[src/rtl/i2s_decoder.sv]
// ---------------------------------------------------------------------------
// i2s_decoder
//   I2S receiver for a stereo stream. The MSB arrives one BCLK after each
//   LRCLK edge, and each channel slot is SLOT_BITS BCLKs long. The receiver
//   deserialises each slot into a parallel word and publishes a left/right
//   pair only after the whole frame has been received with correct slot
//   lengths. All logic runs on the rising edge of i_bclk, because the
//   transmitter launches data on the falling edge.
//
// Ports
//   i_bclk    bit clock
//   i_rst     asynchronous reset, active-high
//   i_lrclk   word select (0 = left slot, 1 = right slot)
//   i_sdata   serial data, MSB first
//   o_data_l  last complete left word
//   o_data_r  last complete right word, from the same frame as o_data_l
//   o_valid   one-cycle pulse when o_data_l/o_data_r update
//   o_locked  high while frames arrive with the correct slot length
//   o_error   one-cycle pulse on a framing error
// ---------------------------------------------------------------------------
module i2s_decoder #(
  parameter int DATA_BITS = 16,
  parameter int SLOT_BITS = 32
) (
  input  logic                 i_bclk,
  input  logic                 i_rst,
  input  logic                 i_lrclk,
  input  logic                 i_sdata,
  output logic [DATA_BITS-1:0] o_data_l,
  output logic [DATA_BITS-1:0] o_data_r,
  output logic                 o_valid,
  output logic                 o_locked,
  output logic                 o_error
);

  localparam int CNT_W = (SLOT_BITS > 1) ? $clog2(SLOT_BITS) : 1;
  localparam logic [CNT_W-1:0] CNT_MAX   = CNT_W'(SLOT_BITS - 1);
  localparam logic [CNT_W-1:0] DATA_LAST = CNT_W'(DATA_BITS);

  typedef enum logic [1:0] {HUNT, LEFT, RIGHT} state_t;

  state_t               state_q, state_d;
  logic                 lr_q;             // LRCLK delayed by one BCLK
  logic [CNT_W-1:0]     cnt_q, cnt_d;
  logic [CNT_W-1:0]     cnt_inc;
  logic [DATA_BITS-1:0] shift_q, shift_d;
  logic [DATA_BITS-1:0] hold_q, hold_d;   // left word waiting for its right partner
  logic [DATA_BITS-1:0] data_l_q, data_l_d;
  logic [DATA_BITS-1:0] data_r_q, data_r_d;
  logic                 valid_q, valid_d;
  logic                 error_q, error_d;
  logic                 locked_q, locked_d;
  logic                 fall, rise, lr_edge, slot_full;

  always_comb begin
    fall      = lr_q & ~i_lrclk;
    rise      = ~lr_q & i_lrclk;
    lr_edge   = fall | rise;
    slot_full = (cnt_q == CNT_MAX);
    // Saturating slot position; never wraps, so a stuck LRCLK stays visible.
    cnt_inc   = slot_full ? cnt_q : cnt_q + CNT_W'(1);

    state_d  = state_q;
    cnt_d    = lr_edge ? '0 : cnt_inc;
    shift_d  = shift_q;
    hold_d   = hold_q;
    data_l_d = data_l_q;
    data_r_d = data_r_q;
    valid_d  = 1'b0;
    error_d  = 1'b0;
    locked_d = locked_q;

    case (state_q)
      HUNT: begin
        // Only a falling edge marks a trustworthy frame start; all else waits.
        if (fall) begin
          state_d = LEFT;
          shift_d = '0;
        end
      end
      LEFT, RIGHT: begin
        if (lr_edge) begin
          if (slot_full && (state_q == LEFT) && rise) begin
            hold_d  = shift_q;
            shift_d = '0;
            state_d = RIGHT;
          end else if (slot_full && (state_q == RIGHT) && fall) begin
            data_l_d = hold_q;
            data_r_d = shift_q;
            valid_d  = 1'b1;
            locked_d = 1'b1;
            shift_d  = '0;
            state_d  = LEFT;
          end else begin
            // Short slot: a fall is still a valid frame start, so resync
            // straight into LEFT; a rise leaves us mid-frame, so hunt.
            error_d  = 1'b1;
            locked_d = 1'b0;
            shift_d  = '0;
            state_d  = fall ? LEFT : HUNT;
          end
        end else if (slot_full) begin
          // Overlong slot or stuck LRCLK.
          error_d  = 1'b1;
          locked_d = 1'b0;
          state_d  = HUNT;
        end else if (cnt_inc <= DATA_LAST) begin
          // cnt_inc is at least 1 here; position 1 is the MSB, beyond
          // DATA_BITS is padding.
          shift_d    = shift_q << 1;
          shift_d[0] = i_sdata;
        end
      end
      default: state_d = HUNT;
    endcase
  end

  always_ff @(posedge i_bclk or posedge i_rst) begin
    if (i_rst) begin
      state_q  <= HUNT;
      lr_q     <= 1'b0;
      cnt_q    <= '0;
      shift_q  <= '0;
      hold_q   <= '0;
      data_l_q <= '0;
      data_r_q <= '0;
      valid_q  <= 1'b0;
      error_q  <= 1'b0;
      locked_q <= 1'b0;
    end else begin
      state_q  <= state_d;
      lr_q     <= i_lrclk;
      cnt_q    <= cnt_d;
      shift_q  <= shift_d;
      hold_q   <= hold_d;
      data_l_q <= data_l_d;
      data_r_q <= data_r_d;
      valid_q  <= valid_d;
      error_q  <= error_d;
      locked_q <= locked_d;
    end
  end

  assign o_data_l = data_l_q;
  assign o_data_r = data_r_q;
  assign o_valid  = valid_q;
  assign o_error  = error_q;
  assign o_locked = locked_q;

endmodule

[config.mk]
export PLATFORM = sky130hd
export DESIGN_NAME = i2s_decoder
export DESIGN_NICKNAME = d
export VERILOG_FILES = /design/src/rtl/i2s_decoder.sv
export SDC_FILE = /design/constraint.sdc
export NUM_CORES = 1
export LEC_CHECK = 0
export ABC_AREA = 1
export CAP_MARGIN = 40
export CORE_ASPECT_RATIO = 1.25
export CORE_MARGIN = 8
export CORE_UTILIZATION = 52
export CTS_CLUSTER_DIAMETER = 30
export CTS_CLUSTER_SIZE = 24
export DETAILED_ROUTE_END_ITERATION = 12
export PLACE_DENSITY = 0.78
export SLEW_MARGIN = 10
export SYNTH_ARGS = -nofsm -noshare
export SYNTH_HDL_FRONTEND = slang
export SYNTH_SLANG_ARGS = --single-unit
export TNS_END_PERCENT = 10
[constraint.sdc]
create_clock -name i_bclk -period 7.1 [get_ports i_bclk]
set_clock_uncertainty 0.2 [all_clocks]
set_input_delay 1.065 -clock i_bclk [delete_from_list [all_inputs] [get_ports i_bclk]]
set_output_delay 1.065 -clock i_bclk [all_outputs]
set_load 0.01 [all_outputs]
==> metrics <==
status=finished, final reports clean; share of total power in the clock network=39.2%; worst r2r path cells=8; Synth Area in Compound Gates=9.249%; most frequent cells in the layout=nand2_1, dfrtp_1, inv_1; vias in the first global route=2,323; Worst slew margin=64.37%; post-synth top area share=57.80%; Pre-Repair DR Iteration Count=4; Post-Place Cells=470; sw frac=28.69%; post-layout min period=3.339 ns; Final ANT Viol Nets=0; Sw Pwr=0.2911 mW; clk root buf=clkbuf_8; Final Max Tran Viols=0; Post-CTS Setup Inserts=0; DP Worst Slack=3.436 ns; Hold EP=shift_q[15]$_DFFE_PP0P_; Num CTS Buffers=9; worst-margin pin slew=0.5332 ns; CP endpoint kind=register; Max Cap Violations=0; routability cong.=0.8490; H-tree lvl count=3; Final WS setup=about 3.8 ns; total grt overflow=0; Placed Area=3721 sq um; CP Launch Type=input pin; initial antenna violation count=0; Final HPWL DP=~4.3 mm; final instance area=a little under 4000 sq um; Met3 Routed Length=272 um; Die W=86.68 um; cts hold-fix bufs=0; Flop pwr share=44.7%; Synth Area in Adders=3.083%; post-synthesis xor/xnor area fraction=0%; Crit Path Category=input pin to register; Ports=39; combinational power share=16.0%; Int Pwr=0.7236 mW; Hold Startpoint=shift_q[15]$_DFFE_PP0P_; first-pass GRT wire length=roughly 11 mm; Core Area=6126 sq um; via/cell ratio=around 5; Initial Util=a little over half; setup slack, reg-to-reg=4.55 ns; Avg Cell Area, Syn=9.120 sq um; Die Y=104.3 um; synthesized flop and latch total=75; Mapped Nets=368; Final setup viols=0; proportion of layout cells with a drive suffix above 1=11.97%; Layout Cells excl Fill=486; Synth area leader=dfrtp_1; Reg-to-Reg End=shift_q[9]$_DFFE_PP0P_; Rows=32; most common cell after layout, fill and taps aside=nand2_1; Unique masters post-synth=26; Final Hold Viols=0; Skew-Pair Late Insertion Delay=between 0.3 and 0.4 ns; Ant. Diodes=0; Critical Path RT=7.14 ns; top fanout value on the critical path=17; synthesized area=3247 sq um; top routing layer in use=met4; Seq/Total Area, Yosys=57.80%; wire length on met2=between 3 and 4 mm; Leak Pwr=1.908 nW; routed len/inst=12.88 um; Post-Route M1 WL=2.766 mm; DRC errors left=0; largest family of logic cells by synthesized area=simple AND/OR/NAND/NOR gates; Final TNS setup=0 ns; Total GRT Usage=15.09%; PwrDens=255.7 nW/um^2; Core Util, Final=about two thirds; final wirelength=approximately 6.3 mm; synthesized instance count=356; die area=~9000 sq um; multiplexer share of the synthesized area=0%; period utilization=47.03%; final hold slack=between 0.2 and 0.3 ns; largest net degree at the start of global routing=between 50 and 60; hold depth=2; vias=about 2,400; RSZ-0062 raised after global routing=no; worst r2r src=state_q[0]$_DFFE_PP0P_; Clock Pin Slew Worst Setup and Hold Paths=0.08 ns; Arr. time, crit path=3.38 ns; Area contributors post-synth=dfrtp_1, nand2_1, inv_1; First DRT Iteration DRCs=121; post-synthesis simple-gate area fraction=21.89%; PortBufs=38; Ys Warns=0; Nets=408; Fillers=approximately 490; worst vdd ir=between 0.0002 and 0.00025 V; Clock Tree Buf Depth=2; post_cts resized=0; CTS tree=built; Layout Area Growth over Synthesis=22.24%; Worst Hold Class=register to register; Peak Freq=between 0.2 and 0.3 GHz; Clock Sinks=75; total power=1.015 mW
==> layout make-up <==
type | instances | area [sq um] | share of cell area [%]
Sequential cell | 75 | 1877 | 47.29
Multi-Input combinational cell | 218 | 1111 | 28.00
Timing Repair Buffer | 41 | 435.4 | 10.97
Inverter | 51 | 191.4 | 4.823
Clock buffer | 9 | 123.9 | 3.121
Clock inverter | 7 | 123.9 | 3.121
Tap cell | 85 | 106.4 | 2.680
==> state kept, by name (all words and copies together), names as in the netlist <==
| register | cells |
|---|---|
| o_data_l | 16 |
| hold_q | 16 |
| o_locked | 1 |
| lr_q | 1 |
| o_error | 1 |
| shift_q | 16 |
| o_data_r | 16 |
| state_q | 2 |
| o_valid | 1 |
| cnt_q | 5 |
==> cells in the mapped netlist <==
master    number
dfrtp_1       75
nand2_1       86
nor3_4         1
nor2_1        23
nand4_4        1
nor2_4         1
nor2_2         2
or2_2          1
inv_1         48
buf_4          2
nand2_4        2
o21ai_1       24
a21oi_4        1
buf_8          1
buf_2          2
o31ai_1        1
nand3_1       20
a21oi_1        4
clkbuf_2       1
nand3_2        3
inv_2          3
o21ai_0       26
nand2_2       13
clkbuf_1       6
ha_1           8
o22ai_1        1
==> power groups by stage <==
stage          registers, mW  logic, mW  clock network [mW]
2_1_floorplan          0.462      0.130                   0
3_3_place_gp           0.462      0.157                   0
3_5_place_dp           0.462      0.162                   0
4_1_cts                0.454      0.163               0.404
5_1_grt                0.456      0.180               0.424
6_report               0.454      0.163               0.398
==> critical path, cell delays in order <==
cell	delay, ns
clkdlybuf4s50_1	0.50
inv_1	0.07
ha_1	0.38
nand2_2	0.32
o21ai_1	0.17
a21oi_4	0.45
nand2_4	0.26
nand2_2	0.11
nand2_1	0.06
==> how the worst max path moves through the flow <==
stage,startpoint,end,slack (ns)
after floorplan,i_rst,cnt_q[0]$_DFF_PP0_,3.93
after global placement,i_lrclk,o_data_l[15]$_DFFE_PP0P_,3.18
final,i_lrclk,shift_q[9]$_DFFE_PP0P_,3.76
after detailed placement,i_lrclk,shift_q[9]$_DFFE_PP0P_,3.44
after CTS,i_lrclk,shift_q[9]$_DFFE_PP0P_,3.81
after global routing,i_lrclk,shift_q[6]$_DFFE_PP0P_,3.63
==> routing by layer <==
layer	vias to the layer above	track usage, %
met5	-	0
met4	0	6.420
met3	10	4.348
met2	43	24.47
met1	1126	18.02
li1	1190	-
==> cell families (layout without fill, tap and decap cells) <==
group,after synthesis,count (layout)
fa+ha+maj,8,8
flops,75,75
compound gates,57,57
simple gates,153,153
buf+inv,63,108
No activity file was read; power rests on OpenSTA's default activity.
